===== src/rtl/neuron_accumulator.sv =====
// ---------------------------------------------------------------------------
// neuron_accumulator
//
// Purpose:
//   Collects N_INPUTS sign-magnitude product terms for one neuron lane.
//   It sums them in two's complement and adds a bias latched at start.
//   The sum is saturated to the 16-bit sign-magnitude range, optionally
//   clamped at zero (ReLU), and held behind a valid/ready output handshake.
//
// Parameters:
//   BITSIZE   word width (sign bit + magnitude)
//   FRAC      fractional bits of the fixed-point format (the datapath is
//             format-agnostic; only checked for plausibility)
//   N_INPUTS  product terms per neuron (>= 2)
//
// Ports:
//   clk        rising-edge clock
//   rst        asynchronous active-high reset
//   start      one-cycle pulse that begins a neuron; honoured only in IDLE
//   bias       sign-magnitude bias, sampled on the accepted start
//   relu_en    sampled on the accepted start; 1 clamps negative results to 0
//   in_valid   product term present on in_data
//   in_data    sign-magnitude product term
//   in_ready   high only while accumulating terms
//   out_valid  result available on out_data
//   out_data   sign-magnitude result, held until the next bias stage
//   out_ready  downstream accepts the result
//   busy       high in every state except IDLE
// ---------------------------------------------------------------------------
module neuron_accumulator #(
    parameter int BITSIZE  = 16,
    parameter int FRAC     = 11,
    parameter int N_INPUTS = 8
) (
    input  logic               clk,
    input  logic               rst,
    input  logic               start,
    input  logic [BITSIZE-1:0] bias,
    input  logic               relu_en,
    input  logic               in_valid,
    input  logic [BITSIZE-1:0] in_data,
    output logic               in_ready,
    output logic               out_valid,
    output logic [BITSIZE-1:0] out_data,
    input  logic               out_ready,
    output logic               busy
);

    // Counter only needs to reach N_INPUTS-1. The accumulator carries enough
    // headroom for N_INPUTS full-scale terms plus a full-scale bias, so no
    // intermediate overflow is possible before saturation.
    localparam int CNT_W = $clog2(N_INPUTS);
    localparam int ACC_W = BITSIZE + CNT_W + 1;

    localparam logic signed [ACC_W-1:0] SAT_MAX = ACC_W'((1 << (BITSIZE - 1)) - 1);
    localparam logic signed [ACC_W-1:0] SAT_MIN = -SAT_MAX;
    localparam logic [CNT_W-1:0]        LAST_CNT = CNT_W'(N_INPUTS - 1);

    // Reject parameter sets the datapath cannot represent sensibly.
    if (N_INPUTS < 2 || FRAC >= BITSIZE - 1 || FRAC < 0) begin : g_bad_params
        $error("neuron_accumulator: invalid parameters");
    end

    typedef enum logic [1:0] {
        IDLE,
        ACCUM,
        BIAS,
        OUT
    } state_t;

    state_t state;
    state_t state_next;

    logic signed [ACC_W-1:0] acc;
    logic [CNT_W-1:0]        count;
    logic [BITSIZE-1:0]      bias_q;
    logic                    relu_q;

    logic signed [ACC_W-1:0] term_val;
    logic signed [ACC_W-1:0] biased;
    logic signed [ACC_W-1:0] clipped;
    logic [BITSIZE-1:0]      result_sm;

    // Sign-magnitude to two's complement. Negative zero maps to 0 naturally
    // because negating a zero magnitude yields zero.
    function automatic logic signed [ACC_W-1:0] sm_to_twos(input logic [BITSIZE-1:0] v);
        logic signed [ACC_W-1:0] mag;
        mag = signed'(ACC_W'(v[BITSIZE-2:0]));
        return v[BITSIZE-1] ? -mag : mag;
    endfunction

    // State register; reset aborts any neuron in flight.
    always_ff @(posedge clk or posedge rst) begin
        if (rst) begin
            state <= IDLE;
        end else begin
            state <= state_next;
        end
    end

    // Next-state logic. start is only looked at in IDLE, so a start pulse
    // arriving together with out_ready in OUT is dropped.
    always_comb begin
        state_next = state;
        case (state)
            IDLE:    if (start) state_next = ACCUM;
            ACCUM:   if (in_valid && count == LAST_CNT) state_next = BIAS;
            BIAS:    state_next = OUT;
            OUT:     if (out_ready) state_next = IDLE;
            default: state_next = IDLE;
        endcase
    end

    // Handshake and status outputs follow directly from the state register.
    always_comb begin
        in_ready  = (state == ACCUM);
        out_valid = (state == OUT);
        busy      = (state != IDLE);
    end

    // Bias stage: add bias, saturate to the symmetric sign-magnitude range,
    // apply ReLU, then re-encode. A non-negative value always takes the
    // positive encoding, so zero is emitted as all-zeros, never as -0.
    always_comb begin
        term_val = sm_to_twos(in_data);
        biased   = acc + sm_to_twos(bias_q);
        clipped  = biased;
        if (biased > SAT_MAX) begin
            clipped = SAT_MAX;
        end else if (biased < SAT_MIN) begin
            clipped = SAT_MIN;
        end
        if (relu_q && clipped < 0) begin
            clipped = '0;
        end
        if (clipped < 0) begin
            result_sm = {1'b1, (BITSIZE-1)'(-clipped)};
        end else begin
            result_sm = {1'b0, (BITSIZE-1)'(clipped)};
        end
    end

    // Datapath registers. The bias and ReLU mode are captured with the
    // accepted start; out_data only changes in the bias stage so it stays
    // stable through OUT and after the handshake.
    always_ff @(posedge clk or posedge rst) begin
        if (rst) begin
            acc      <= '0;
            count    <= '0;
            bias_q   <= '0;
            relu_q   <= 1'b0;
            out_data <= '0;
        end else begin
            case (state)
                IDLE: begin
                    if (start) begin
                        bias_q <= bias;
                        relu_q <= relu_en;
                        acc    <= '0;
                        count  <= '0;
                    end
                end
                ACCUM: begin
                    if (in_valid) begin
                        acc   <= acc + term_val;
                        count <= count + CNT_W'(1);
                    end
                end
                BIAS: begin
                    out_data <= result_sm;
                end
                default: begin
                end
            endcase
        end
    end

endmodule


===== config.mk =====
export PLATFORM = sky130hd
export DESIGN_NAME = neuron_accumulator
export DESIGN_NICKNAME = d
export VERILOG_FILES = /design/src/rtl/neuron_accumulator.sv
export SDC_FILE = /design/constraint.sdc
export NUM_CORES = 1
export LEC_CHECK = 0
export CORE_MARGIN = 5
export CORE_UTILIZATION = 54
export CTS_BUF_LIST = sky130_fd_sc_hd__clkbuf_2 sky130_fd_sc_hd__clkbuf_4 sky130_fd_sc_hd__clkbuf_8
export DETAILED_ROUTE_END_ITERATION = 7
export PLACE_DENSITY = 0.82
export SLEW_MARGIN = 10
export SYNTH_ARGS = -nofsm -noshare
export SYNTH_HDL_FRONTEND = slang
export SYNTH_SLANG_ARGS = --single-unit

===== constraint.sdc =====
create_clock -name clk -period 5.2 [get_ports clk]
set_input_delay 1.04 -clock clk [delete_from_list [all_inputs] [get_ports clk]]
set_output_delay 1.04 -clock clk [all_outputs]
set_load 0.05 [all_outputs]

==> reports/results.env <==
RUN_STATUS='finished, final reports clean'
CLK_PATH_BUF_DEPTH=2
YS_SEQ_ELEMENTS=58
R2R.WORST_PATH.CELLS=21
FLOORPLAN.INITIALDENSITY=0.552
CLOCK_SINKS=58
MULTI_INPUT_COMB_AREA_SQ_UM=4220
SETUP.WORST_PATH.END_CLASS='flip-flop'
FIRST_PASS_ITERS=5
SETUP_VIOLATIONS=0
FIRST_GLOBAL_VIAS=5233
PERIOD_UTILIZATION=0.981
NUMBER_OF_FLOPS_MAPPED_TO_ENABLE_CELLS_BY_YOSYS=0
TIMING_WORST_SLEW_PIN_VALUE_NS=0.886
PLACE_CONGESTION=0.902
AREA_GROWTH_PCT=22.6
CRIT_CHAIN='or4_4, or3_4, nor3_4, nand2b_4, xnor2_4, ha_4, and4_4, a32oi_2, nand3b_1, a21o_1, a31oi_4, mux2_4, o311ai_4, and2_4, a21oi_2, o22ai_2, ha_2, nor3b_4, a2111oi_4, xnor2_1, mux2_4'
CLK_PIN_SLEW_WORST_PATHS_NS=0.08
SYNTH.TOP_CELLS.BY_AREA='sky130_fd_sc_hd__dfrtp_1, sky130_fd_sc_hd__ha_1, sky130_fd_sc_hd__xnor2_1'
CP_DATA_REQUIRED_TIME_NS=5.44
DIE-AREA_SQ_UM=12700
TIMING.CRITICAL_PATH.SLOWEST_CELL_DELAY_NS=0.55
DPL.HPWL_UM=11300
YOSYSMOSTFREQUENTCELL='sky130_fd_sc_hd__nand2_1'
IOPINCOUNT=57
SYNTH.CELL_AREA_SQ_UM=5700
FILLCELLCOUNT=774
FINAL-MAX-SLEW-VIOLATION-COUNT=0
TOTALWIRELENGTH_UM=14700
CP.ARRIVAL_NS=5.34
HOLD_BUFFERS_POST_CTS=0
FINAL_PERIOD_MINUS_WORST_SETUP_SLACK_NS=5.10
MAX_CAP_VIOLATIONS=0
CP_SLOWEST_CELL='sky130_fd_sc_hd__or4_4'
CTS-BUFFERS-INSERTED=9
TOTAL_GR_OVERFLOW=0
CRITICAL_PATH.STARTPOINT='bias_q[5]'
PROPORTION_OF_LAYOUT_CELLS_WITH_A_DRIVE_SUFFIX_ABOVE_1=0.166
CTS_ROOT_BUFFER_TYPE='sky130_fd_sc_hd__clkbuf_8'
POST_SYNTH_INST_COUNT=672
YS_TYPES=75
CRITICAL_PATH.MOST_COMMON_CELL='sky130_fd_sc_hd__mux2_4'
NUMBER_OF_ANTENNA_VIOLATIONS_AT_THE_FIRST_CHECK_IN_GLOBAL_ROUTING=0
NETLIST.TOP_CELL.BY_AREA='sky130_fd_sc_hd__dfrtp_1'
FIN_NETS=835
ROUTED_WIRE_LENGTH_PER_INSTANCE_UM=16.5
POSTROUTEANTENNANETS=0
CTS_MAX_LEVEL=3
BUFFER_PORTS.INSERTED=56
SYNTH_FLOP_CELL='sky130_fd_sc_hd__dfrtp_1'
SYN-NUM-NETS=761
SYNTH_AREA_PER_CELL_SQ_UM=8.48
TRITONCTS_CLOCK_TREE='done'
DIE_Y_UM=113
DIE_WIDTH_UM=113
SYNTH_COMMON_CELLS='sky130_fd_sc_hd__nand2_1, sky130_fd_sc_hd__dfrtp_1, sky130_fd_sc_hd__ha_1, sky130_fd_sc_hd__xnor2_1, sky130_fd_sc_hd__o21ai_0'
CRITPATHKIND='reg2reg'
ASYNC_RESET_FF_FRAC=1.00
LARGEST_FANOUT_ON_THE_CRITICAL_PATH=5
MAXCLOCKFREQUENCY_MHz=196
CLK_LATENCY_NS=0.35
MAX-SLEW-MARGIN-REL=0.410
FIN_HOLD_WS_NS=0.486
PLACEABLE_CORE_REGION_SQ_UM=10300
HOLD_WC_PATH_TYPE='reg2reg'
CRITICAL_PATH.REG2REG.STARTPOINT='bias_q[5]'
DRT_ITER0_MARKERS=268
WORST_SETUP_PATH_START_KIND='flip-flop'
WORSTSETUPENDPOINT='out_data[10]'
YOSYS.AREA.TOP_TYPE_SHARE=0.255
REPORT.FINAL.HOLD_VIOL_COUNT=0
REG2REG_SETUP_SLACK_NS=0.1
ANTENNA_CELLS=0
YOSYSWARNINGCOUNT=0
WIRE_LENGTH_OF_THE_FIRST_GLOBAL_ROUTING_PASS_UM=23900
STANDARD_CELL_ROWS=37
YS_SEQ_AREA_FRAC=0.255
R2R_END='out_data[10]'
TIMING.CLOCK.SKEW_NS=0.0125
VIA_PER_INST=6.09
DRC=0
MAXIMUM_NUMBER_OF_PINS_ON_ONE_NET_BEFORE_GLOBAL_ROUTE_REPAIR=59
AREA.SEQUENTIAL_SQ_UM=1450
ROUTED-VIA-COUNT=5402
GRT.TOTAL_USAGE=0.223
worst max-delay path, delay by kind of cell (launching register included):
kind                     cells  cell delay, ns
AND/OR/NAND/NOR              8            2.01
AO/OA/AOI/OAI                7            1.22
multiplexers                 2            0.61
adder cells (fa/ha/maj)      2            0.48
flip-flops                   1            0.40
XOR/XNOR                     2            0.27
cell families (layout without fill, tap and decap cells):
group | count (synthesis) | count (layout) | synth area share
compound gates | 203 | 203 | 0.256
simple gates | 218 | 218 | 0.189
xor+xnor | 60 | 60 | 0.0922
fa+ha+maj | 51 | 51 | 0.115
buf+inv | 55 | 134 | 0.0406
mux | 27 | 27 | 0.0531
flops | 58 | 58 | 0.255
state kept, by name (all words and copies together), names as in the netlist:
register and cells:
count 3, relu_q 1, acc 20, bias_q 16, state 2, out_data 16
cells in the final DEF, fill, tap and decap left out, types with 9 or more instances in the layout:
cell type                         count
sky130_fd_sc_hd__nor2_1              36
sky130_fd_sc_hd__o21ai_0             43
sky130_fd_sc_hd__xnor2_1             48
sky130_fd_sc_hd__mux2_2              21
sky130_fd_sc_hd__a21o_1              20
sky130_fd_sc_hd__inv_1               27
sky130_fd_sc_hd__nor3_1              23
sky130_fd_sc_hd__clkdlybuf4s50_1     56
sky130_fd_sc_hd__dfrtp_1             58
sky130_fd_sc_hd__nand2_1             70
sky130_fd_sc_hd__a21oi_1             34
sky130_fd_sc_hd__xor2_1              11
sky130_fd_sc_hd__o31ai_1             14
sky130_fd_sc_hd__nand3_1             13
sky130_fd_sc_hd__buf_4               32
sky130_fd_sc_hd__clkbuf_8             9
sky130_fd_sc_hd__ha_1                46
sky130_fd_sc_hd__or3_1               14
per-stage QoR:
stage          setup WS, ns  instances  utilization  instance area (sq um)  setup TNS, ns
3_5_place_dp         0.0261        866        0.636                   6560              0
3_3_place_gp          0.201        866        0.636                   6560              0
5_1_grt              -0.113        887        0.677                   6990         -0.329
4_1_cts             0.00707        882        0.657                   6780              0
2_1_floorplan       0.00373        672            -                   5750              0
6_report             0.0985        887        0.677                   6990              0
area by class of cell:
type	count	area share
inverters	29	0.0156
well taps	136	0.0244
repair buffers	89	0.116
clock inverters	6	0.0129
flip-flops and latches	58	0.208
multi-input cells	559	0.604
clock buffers	10	0.0188
routing by layer:
layer,vias up,track usage,routed length [um]
li1,2638,-,-
met1,2544,0.270,6290
met2,185,0.404,7380
met3,35,0.0374,673
met4,0,0.0641,321
met5,-,0,0
how the worst min path moves through the flow:
stage / cells after the start / end / start
3_3_place_gp: 2 / out_data[14] / out_data[14]
2_1_floorplan: 1 / count[0] / count[0]
3_5_place_dp: 2 / out_data[14] / out_data[14]
5_1_grt: 2 / out_data[11] / out_data[11]
6_report: 2 / out_data[14] / out_data[14]
4_1_cts: 2 / out_data[14] / out_data[14]
timing repair:
| action | CTS | global route |
|---|---|---|
| setup endpoints to repair | 0 | 10 |
| gates resized for setup | 0 | 33 |
| buffers inserted | 0 | 5 |
Power is not shown: default switching activity piles up to over one toggle a cycle in this logic, so the estimate is an artifact.
